===== src/rtl/regfile_dump_sequencer_pkg.sv =====
`default_nettype none
// ============================================================================
//  Module   : regfile_dump_sequencer_pkg
//  Purpose  : Shared debug definitions for the register-file dump path:
//             sequencer state encoding, default frame-start marker and
//             UART byte width.
//  Revision : 1.0  initial release
// ============================================================================
package regfile_dump_sequencer_pkg;

    localparam int          c_uart_byte_w         = 8;
    localparam logic [7:0]  c_header_byte_default = 8'hA5;

    // Sequencer state encoding (3 bits)
    localparam logic [2:0]  c_st_idle   = 3'd0;
    localparam logic [2:0]  c_st_header = 3'd1;
    localparam logic [2:0]  c_st_addr   = 3'd2;
    localparam logic [2:0]  c_st_load   = 3'd3;
    localparam logic [2:0]  c_st_send   = 3'd4;
    localparam logic [2:0]  c_st_finish = 3'd5;

    typedef enum logic [2:0] {
        S_IDLE   = c_st_idle,
        S_HEADER = c_st_header,
        S_ADDR   = c_st_addr,
        S_LOAD   = c_st_load,
        S_SEND   = c_st_send,
        S_FINISH = c_st_finish
    } dump_state_t;

endpackage : regfile_dump_sequencer_pkg
`default_nettype wire


===== src/rtl/regfile_dump_sequencer.sv =====
`default_nettype none
// ============================================================================
//  Module   : regfile_dump_sequencer
//  Purpose  : Streams the register-file debug snapshot to the UART TX as one
//             frame: HEADER_BYTE, then registers 0..NUM_REGS-1, each sent
//             MSB byte first.
//  Ports    : clock, reset   - clock (posedge) and synchronous active-high reset
//             start          - 1-cycle dump request, honoured only when idle
//             reg_addr       - select for the external snapshot mux
//             reg_data       - mux output, valid one cycle after reg_addr moves
//             tx_data/valid  - byte stream to the UART, transfer on valid&&ready
//             tx_ready       - UART can accept a byte
//             busy           - high whenever a frame is in progress
//             done           - 1-cycle pulse after the final byte transfers
//  Revision : 1.0  initial release
// ============================================================================
module regfile_dump_sequencer
    import regfile_dump_sequencer_pkg::*;
#(
    parameter int         NUM_REGS    = 32,
    parameter int         DATA_WIDTH  = 32,
    parameter int         ADDR_WIDTH  = 5,
    parameter logic [7:0] HEADER_BYTE = c_header_byte_default
) (
    input  logic                  clock,
    input  logic                  reset,
    input  logic                  start,
    output logic [ADDR_WIDTH-1:0] reg_addr,
    input  logic [DATA_WIDTH-1:0] reg_data,
    output logic [7:0]            tx_data,
    output logic                  tx_valid,
    input  logic                  tx_ready,
    output logic                  busy,
    output logic                  done
);

    localparam int c_bytes_per_word = DATA_WIDTH / c_uart_byte_w;
    localparam int c_bcnt_w         = (c_bytes_per_word > 1) ? $clog2(c_bytes_per_word) : 1;

    localparam logic [c_bcnt_w-1:0]   c_last_byte = c_bcnt_w'(c_bytes_per_word - 1);
    localparam logic [ADDR_WIDTH-1:0] c_last_addr = ADDR_WIDTH'(NUM_REGS - 1);

    dump_state_t           r_state,    w_state_next;
    logic [ADDR_WIDTH-1:0] r_reg_addr, w_reg_addr_next;
    logic [DATA_WIDTH-1:0] r_word,     w_word_next;
    logic [DATA_WIDTH-1:0] w_word_shift;
    logic [7:0]            r_tx_data,  w_tx_data_next;
    logic                  r_tx_valid, w_tx_valid_next;
    logic                  r_done,     w_done_next;
    logic [c_bcnt_w-1:0]   r_byte_cnt, w_byte_cnt_next;
    logic                  w_handshake;

    assign w_handshake  = r_tx_valid && tx_ready;
    // The word is consumed from the top; the next byte to present is the
    // top byte of the already-shifted word.
    assign w_word_shift = r_word << c_uart_byte_w;

    always_ff @(posedge clock) begin
        if (reset) begin
            r_state    <= S_IDLE;
            r_reg_addr <= '0;
            r_word     <= '0;
            r_tx_data  <= '0;
            r_tx_valid <= 1'b0;
            r_done     <= 1'b0;
            r_byte_cnt <= '0;
        end else begin
            r_state    <= w_state_next;
            r_reg_addr <= w_reg_addr_next;
            r_word     <= w_word_next;
            r_tx_data  <= w_tx_data_next;
            r_tx_valid <= w_tx_valid_next;
            r_done     <= w_done_next;
            r_byte_cnt <= w_byte_cnt_next;
        end
    end

    always_comb begin
        w_state_next    = r_state;
        w_reg_addr_next = r_reg_addr;
        w_word_next     = r_word;
        w_tx_data_next  = r_tx_data;
        w_tx_valid_next = r_tx_valid;
        w_done_next     = 1'b0;
        w_byte_cnt_next = r_byte_cnt;

        case (r_state)
            S_IDLE: begin
                if (start) begin
                    w_state_next    = S_HEADER;
                    w_tx_data_next  = HEADER_BYTE;
                    w_tx_valid_next = 1'b1;
                    w_reg_addr_next = '0;
                end
            end
            S_HEADER: begin
                if (w_handshake) begin
                    w_state_next    = S_ADDR;
                    w_tx_valid_next = 1'b0;
                end
            end
            // Gives the registered snapshot mux one cycle to follow reg_addr.
            S_ADDR: begin
                w_state_next = S_LOAD;
            end
            S_LOAD: begin
                w_word_next     = reg_data;
                w_tx_data_next  = reg_data[DATA_WIDTH-1 -: 8];
                w_tx_valid_next = 1'b1;
                w_byte_cnt_next = '0;
                w_state_next    = S_SEND;
            end
            S_SEND: begin
                if (w_handshake) begin
                    if (r_byte_cnt < c_last_byte) begin
                        // Keep tx_valid high: bytes of one word go back to back.
                        w_word_next     = w_word_shift;
                        w_tx_data_next  = w_word_shift[DATA_WIDTH-1 -: 8];
                        w_byte_cnt_next = r_byte_cnt + c_bcnt_w'(1);
                    end else if (r_reg_addr == c_last_addr) begin
                        w_tx_valid_next = 1'b0;
                        w_done_next     = 1'b1;
                        w_state_next    = S_FINISH;
                    end else begin
                        w_reg_addr_next = r_reg_addr + ADDR_WIDTH'(1);
                        w_tx_valid_next = 1'b0;
                        w_state_next    = S_ADDR;
                    end
                end
            end
            // done is registered on entry, so it is high exactly during this
            // state; a start arriving here is ignored.
            S_FINISH: begin
                w_state_next = S_IDLE;
            end
            default: begin
                w_state_next    = S_IDLE;
                w_tx_valid_next = 1'b0;
            end
        endcase
    end

    assign reg_addr = r_reg_addr;
    assign tx_data  = r_tx_data;
    assign tx_valid = r_tx_valid;
    assign done     = r_done;
    assign busy     = (r_state != S_IDLE);

endmodule : regfile_dump_sequencer
`default_nettype wire


===== config.mk =====
export PLATFORM = sky130hd
export DESIGN_NAME = regfile_dump_sequencer
export DESIGN_NICKNAME = d
export VERILOG_FILES = /design/src/rtl/regfile_dump_sequencer_pkg.sv /design/src/rtl/regfile_dump_sequencer.sv
export SDC_FILE = /design/constraint.sdc
export NUM_CORES = 1
export LEC_CHECK = 0
export ABC_AREA = 0
export CORE_ASPECT_RATIO = 1.4
export CORE_MARGIN = 2
export CORE_UTILIZATION = 30
export CTS_CLUSTER_SIZE = 28
export DETAILED_ROUTE_END_ITERATION = 6
export PLACE_DENSITY = 0.5
export SLEW_MARGIN = 15
export SYNTH_ARGS = -nofsm -noshare
export SYNTH_HDL_FRONTEND = slang
export SYNTH_SLANG_ARGS = --single-unit

===== constraint.sdc =====
create_clock -name clock -period 2.4 [get_ports clock]
set_clock_uncertainty 0.1 [all_clocks]
set_input_delay 0.6 -clock clock [delete_from_list [all_inputs] [get_ports clock]]
set_output_delay 0.6 -clock clock [all_outputs]
set_load 0.02 [all_outputs]

==> summary by stage, run 1 <==
Run status
The run finished with clean final reports.

Flow run
The reported max-cap violation count is 0.

Power and ir drop
The combinational group share of total power is 0.176. In this run the static leakage power is 0.9361 nW. The power per cell area is 564.8 nW/um2. The sequential share of power is 0.506. Summed over all nets, the switching power comes to about 0.00040 W. The maximum resistive drop on vdd is 0.0002542 V. The internal power contribution is 0.001139 W. The share of total power dissipated in the clock network is 0.318. Of the total power, the share spent switching nets is 0.2623.

Synthesis
In this run the cell area of the synthesized design comes to 2006 um2. The average instance area after synthesis is 8.153 um2. The flop and latch count out of synthesis is 44. For this run, the register share of the synthesized area comes to 0.4392. Synthesis instantiated 38 different standard cells from the library.

Counting every instance in the synthesized netlist gives about 250. Synthesis produced a netlist with a net count of between 200 and 300. During synthesis, Yosys emitted a total of 0 warnings.

STA
The worst path needs ~2.2 ns of the cycle, external delays included. The number of pins with negative max-slew slack in the final report is 0. The number of endpoints with negative hold slack in the final report is 0. In the final timing run, aggregate negative setup slack is 0 ns. The worst slew slack as a fraction of its limit is 0.6300. Setup violations remaining at the end of the flow were counted as 0. Setup repair after global routing left no endpoint under its margin.

For the pin with the worst max-slew slack, the measured transition is 0.5532 ns. Derived from the worst setup path, the maximum achievable clock frequency is 447.7 MHz. The setup slack after layout is 0.1666 ns. The fraction of the cycle the final worst path needs is 0.9306.

Worst setup path
The required time at the endpoint of the critical path is 1.70 ns. The worst setup path is captured at an output pin. Along the worst path, the maximum fanout reaches 13. Walking the worst path, the cells encountered are or3_1, clkdlybuf4s50_1. The endpoint identified for the worst register-to-register timing path is reg_addr[3]. In this run the register-to-register setup slack is 0.39 ns. The count of buffering cells on the critical path with inverters included is 1.

The class of the most critical setup path is reg2out. Among cell families on the critical path, the largest total delay comes from buffers and inverters. The slowest cell on the critical path is clkdlybuf4s50_1. STA classifies the critical path startpoint as a flip-flop. The startpoint identified for the worst register-to-register timing path is reg_addr[0]. The data arrival time of the critical path is 1.53 ns. The largest stage delay on the critical path is 0.54 ns.

The path depth of the worst reg2reg path is 6.

Layout
The commonest non-fill, non-tap cell in the layout is clkdlybuf4s50_1. Summing all multi-input logic gate instances after layout gives 1035 um2. From synthesis to final layout, the design area changed by 36.24%. The fill cell total of the finished layout is 690. The ratio of cells with drive above 1 in the final layout is 0.07797. Registers take 882.1 um2. In the final design database the tool counted between 300 and 400 nets. In the layout the commonest cells are clkdlybuf4s50_1, nand2_1, dfxtp_1, nor2_1, a21oi_1. The number of diodes is 0.

Global routing
The via count of the first global-routing pass is 1,730. The first global-routing pass estimated 8.245 mm of wire. For this run, the total global-route usage over all layers was measured as 0.1434. Entering global routing, the biggest net connects slightly above 40 pins. The total overflow reported by the global router is 0.

The number of antenna violations at the first check in global routing is 0.

Clocking
The H-tree generated during clock tree synthesis spans 2 levels. The clock reaches the later pin of the worst-skew pair after about 0.30 ns. Clock tree synthesis inserted a total of 5 buffers. The number of buffers added to fix hold violations after cts is 0.

The cell sitting at the root of the clock tree is a clkbuf_8. The clock drives 44 sinks. The post-cts repair resize count is 0.

In this run the post-CTS setup repair buffer count came out at 0. The deepest clock path buffer count is 2. TritonCTS built the clock tree.

After clock tree synthesis, the clock-pin slew on the worst setup and hold paths is 0.08 ns.

Worst hold path
The classification of the worst-slack hold path is reg2reg. The worst hold path terminates at r_word[3]. The worst hold path begins at r_word[3].

The worst hold path stage count is 2.

Route
The number of nets still failing antenna checks after routing is 0. For this run, design rule violations remaining after detail routing come to 0. The DRC violation total after the first TritonRoute iteration is 100.

In the final routed layout, each cell accounts on average for between 10 and 15 um. For this run, the detailed router's first-pass iteration total came to 4. After detailed routing, the total wire length is 5.010 mm. The detailed router placed 1,895 vias in this run.

The average via count per standard cell is around 5.

Die
The initial utilization of the core area, before any placement, comes to 0.3074. The die outline width is ~73 um. The die covers 7365 um2.

The chip height is about 100 um. Row generation in the floorplan step produced 35 rows. Pin placement for this block handled 52 I/O pins. The core region is 6525 um2.

Place
The congestion estimate from routability-driven global placement came to 0.7339. The pre-CTS setup slack is about 0.15 ns. The estimated wirelength of the detail-placed design is 3.531 mm. In this run the tool buffered the top-level ports with 51 buffer cells.
## cell families after synthesis
kind of cell    after synthesis  synth area share
flops                        44            0.4392
fa+ha+maj                     3           0.01872
simple gates                113            0.2670
compound gates               62            0.2221
mux                           1          0.004991
buf+inv                      23           0.04803
## registers in the layout, indices dropped and copies added (netlist names)
name	cells
r_state	3
r_word	24
tx_valid	1
reg_addr	5
done	1
tx_data	8
r_byte_cnt	2
## worst max path at each step
stage | startpoint | endpoint | slack [ns] | cells past startpoint
final | r_state[1] | busy | 0.17 | 2
after global routing | r_state[1] | busy | 0.09 | 2
after CTS | r_state[1] | busy | 0.08 | 2
after detailed placement | tx_ready | r_word[16] | 0.15 | 6
after global placement | start | reg_addr[2] | 0.17 | 5
after floorplan | reg_addr[0] | reg_addr[3] | 0.40 | 6
## worst register-to-register path, cell delays in order, from the launching register on
cell and delay (ns):
dfxtp_1 0.36, ha_1 0.23, and3_1 0.18, ha_1 0.21
nand4b_1 0.22, or4_1 0.49, a21oi_1 0.14
## metrics by stage
stage | instance area, um2 | hold WS, ns | total power (W) | cells | utilization
detailed placement | 2638 | 0.3452 | 0.001074 | 361 | 0.4042
finish | 2733 | 0.3544 | 0.001543 | 369 | 0.4188
global placement | 2638 | 0.3407 | 0.001073 | 361 | 0.4042
CTS | 2731 | 0.3559 | 0.001567 | 369 | 0.4186
global route | 2733 | 0.3739 | 0.001613 | 369 | 0.4188
floorplan | 2006 | 0.3321 | 0.0009325 | 246 | -
## synthesized netlist by cell type
library cell	number	share of area
a221oi_1	1	0.0044
nor3b_1	2	0.0075
and3b_1	1	0.0044
nor2b_1	1	0.0031
or3_1	1	0.0031
nor4b_1	1	0.0044
inv_1	1	0.0019
nand3b_1	4	0.015
clkbuf_1	12	0.022
nand4b_1	2	0.0087
o22ai_1	5	0.016
nand2b_1	3	0.0094
o31ai_4	1	0.011
nand2_1	46	0.086
and3_1	1	0.0031
mux2i_1	1	0.0050
and4b_1	1	0.0050
nor2_1	24	0.045
nor3_1	11	0.027
a211oi_1	9	0.034
o31a_1	1	0.0044
buf_4	1	0.0037
a31oi_1	1	0.0031
buf_1	4	0.0075
ha_1	3	0.019
a41oi_1	1	0.0044
nand3_1	11	0.027
o21ai_0	2	0.0050
a22oi_1	5	0.019
a21o_1	2	0.0075
and2_1	1	0.0031
buf_2	5	0.012
dfxtp_1	44	0.44
a21oi_1	18	0.045
or4_1	1	0.0037
a311oi_1	16	0.070
nor3b_2	1	0.0062
or3b_1	1	0.0044
## routing by layer
layer  wire [um]  vias up  part of all wire  track usage
met3         196       11             0.039      0.03100
met2        2303       46              0.46       0.2128
li1            -      986                 -            -
met4         138        0             0.028      0.07265
met1        2370      852              0.47       0.1933
met5           0        -                 0            0
## area by class of cell
cell class | count | share of cell area
clock buffer | 7 | 0.03159
clock inverter | 1 | 0.002747
inverter | 1 | 0.001374
multi-input combinational | 179 | 0.3787
sequential | 44 | 0.3228
tap | 74 | 0.03388
timing repair buffer | 63 | 0.2289
## power by group through the flow
stage,clock (W),sequential (W),combinational [W]
after CTS,0.000509,0.000782,0.000276
final,0.000490,0.000782,0.000272
after global routing,0.000529,0.000787,0.000296
after floorplan,0,0.000817,0.000115
after detailed placement,0,0.000799,0.000274
after global placement,0,0.000799,0.000274
Note: power is estimated with default switching activity, not from simulation.
==> run 2, diff against run 1 <==
- CTS_CLUSTER_SIZE: 28 -> unset
==> results of run 2 <==
Final layout, timing and power as in run 1 (identical DEF).
==> run 3, diff against run 2 <==
- CORE_UTILIZATION: 30 -> 48
- PLACE_DENSITY: 0.5 -> 0.75
==> run 3 against run 2 <==
  * Register-to-register slack got worse by 0.08 ns
  * The run now ends with DRC left
  * Via count increased by 1.8%
  * Utilization increased by 26 points
  * Flip-flop and latch count unchanged
  * Worst setup slack got worse by 0.061 ns
  * Cell count shrank 8.7%
  * Largest cell class unchanged
  * Critical endpoint unchanged
  * Critical path depth unchanged
==> summary by stage, run 3 (same netlist as run 1, synthesis figures left out) <==
Run status
The final reports fail on DRC. The run finished, with violations left.

Clocking
The tree is rooted in a clkbuf_8. For this design, the CTS-stage hold fixing added 0 buffers. The TritonCTS sink count is 44. Once the clock tree was built, the setup fixing pass inserted 0 buffers. The H-tree was split into 2 levels. The post-cts repair resize count is 0. TritonCTS built the clock tree. The later pin in the worst-skew pair is clocked with a latency of 0.30 ns.

After clock tree synthesis, the clock-pin slew on the worst setup and hold paths is 0.09 ns. In this run the deepest clock path goes through 2 buffers. In this run, CTS created clock tree buffers numbering 5.

Worst setup path
The data arrival time of the critical path is ~1.6 ns. The start of the worst register-to-register path is reg_addr[0]. Following the worst setup path forward leads to its endpoint at busy. The worst setup path is launched from a flip-flop.

In this run the critical register-to-register path is captured at reg_addr[3]. The worst register-to-register path has a depth of 6. Tracing the worst setup path back leads to its startpoint at r_state[0]. The nature of the critical path endpoint is an output pin. The critical path in this run is classified as reg2out. In this run the worst path has a maximum fanout of 6. The register-to-register setup slack is 0.31 ns. The required time at the endpoint of the critical path is 1.70 ns.

Route
The average detailed-routed wire length per instance is 13.68 um. The detail route stage leaves a number of antenna-violating nets equal to 0. The routed via count is ~1.9k. The average via count per standard cell is between 5 and 6.

In the routed design, unresolved DRC markers number 6. After detailed routing, the total wire length is ~4.6 mm. The DRC violation total after the first TritonRoute iteration is roughly 90. The number of iterations in the first detailed-routing pass is 7.

STA
The worst path meets setup with ~0.11 ns of slack. Dividing the final minimum period by the clock period gives 0.9561. The post-layout minimum cycle time is roughly 2.3 ns.

The number of pins with negative max-slew slack in the final report came to 0. Hold timing on the final database bottoms out at a slack of 0.3553 ns. The number of endpoints with negative hold slack in the final report was 0. The highest achievable clock rate is 435.8 MHz.

Setup repair after global routing left no endpoint under its margin. Summed over all failing endpoints, the final setup total negative slack is 0 ns. The count of endpoints failing setup in the final report is 0. Headroom to the max-slew limit came out at 0.6746.

The slew of the pin with the lowest slew margin is 0.4880 ns.

Power and ir drop
The power per cell area is around 600 nW/um2. The leakage power figure is 0.9375 nW. The sequential share of power is 0.483. The internal portion of the total power is 0.001216 W. The switching part of the total power is 0.2523. The share of total power dissipated in the clock network is 0.353. The maximum resistive drop on vdd is between 0.0004 and 0.0005 V. Summing internal, switching and leakage power gives 0.001627 W.

The power spent charging and discharging nets is 0.0004105 W. The combinational group share of total power is 0.164.

Place
The count of buffers added on input and output ports is 51. Before CTS, the worst setup slack after placement is about 0.17 ns. The wire-length estimate of the detail-placed layout is between 3 and 4 mm. Routability-driven placement finished with a final weighted congestion of between 0.8 and 0.9. The post-place instance area is 2579 um2.

Layout
The register with the most flip-flops is r_word. The repair_antennas step left the layout with diodes totalling 0. The library cell used most frequently in the layout, excluding fill and tap cells, is clkdlybuf4s50_1. Compared with the post-synthesis result, the final layout area differs by 34.44%. The multi-input combinational cells in the finished layout cover a total of 1035 um2. The library cells used most frequently in the layout, excluding fill and tap cells, are clkdlybuf4s50_1, nand2_1, dfxtp_1, nor2_1, a21oi_1. The post-layout instance area is between 2000 and 3000 um2.

The net count reported at finish is between 300 and 400. Of the cells placed in the final design, the portion with a size suffix greater than 1 is 0.08163. The flip-flop count of the largest register after layout is 24. Across the whole layout, storage elements account for 883.3 um2. The layout has between 300 and 400 filler cells.

Global routing
The total routing resource utilization after global routing is 0.2068. The number of antenna violations at the first check in global routing was 0. Entering global routing, the biggest net connects 41 pins. The total overflow left after global routing is 0. The via count of the first global-routing pass came to 1,713. The wire length of the first global-routing pass is between 7 and 8 mm.

Flow run
The tool flagged a number of max-cap violations equal to 0.

Die
For this configuration, the core starts out at a cell density of 0.5031. The die area is 4719 um2. The die is 80.49 um tall. In this run the core area contains 27 standard-cell rows.

The number of top-level pins is 52. The die is 58.63 um wide. The core outline area is 3986 um2.

Worst hold path
The min-delay analysis places its worst path in the category reg2reg.
## run 3: final cells by class
| cell class | count | area share |
|---|---|---|
| inverter | 1 | 0.001392 |
| sequential | 44 | 0.3276 |
| multi-input combinational | 179 | 0.3838 |
| clock buffer | 5 | 0.02552 |
| tap | 43 | 0.01995 |
| timing repair buffer | 62 | 0.2246 |
| clock inverter | 3 | 0.01717 |
## run 3: power by group through the flow
stage	Combinational, W	Clock [W]	Sequential (W)
CTS	0.000269	0.000585	0.000786
global placement	0.000264	0	0.000802
detailed placement	0.000267	0	0.000803
global route	0.000292	0.000609	0.000790
finish	0.000267	0.000574	0.000786
floorplan	0.000115	0	0.000817
## run 3: worst min-delay path by stage
stage	slack [ns]	to	startpoint	cells after the start
global route	0.37	r_word[4]	r_word[4]	2
CTS	0.36	r_word[4]	r_word[4]	2
floorplan	0.33	r_word[0]	r_word[0]	2
detailed placement	0.34	r_word[5]	r_word[5]	2
global placement	0.34	r_word[5]	r_word[5]	2
finish	0.36	r_word[1]	r_word[1]	2
## run 3: metal layers
| metal | global-route usage | up-vias | wire [um] |
|---|---|---|---|
| li1 | - | 990 | - |
| met1 | 0.2550 | 887 | 2035 |
| met2 | 0.3427 | 46 | 2313 |
| met3 | 0.04348 | 7 | 200 |
| met4 | 0.08864 | 0 | 61 |
| met5 | 0 | - | 0 |
## run 3: worst max-delay path, stage by stage, from the launching register on
cell,delay [ns]
dfxtp_1,0.38
or3_1,0.38
clkdlybuf4s50_1,0.54
## run 3: stage by stage
stage | instances | util
floorplan | 246 | -
global placement | 329 | 0.6469
detailed placement | 329 | 0.6469
CTS | 337 | 0.6758
finish | 337 | 0.6764
global route | 337 | 0.6764
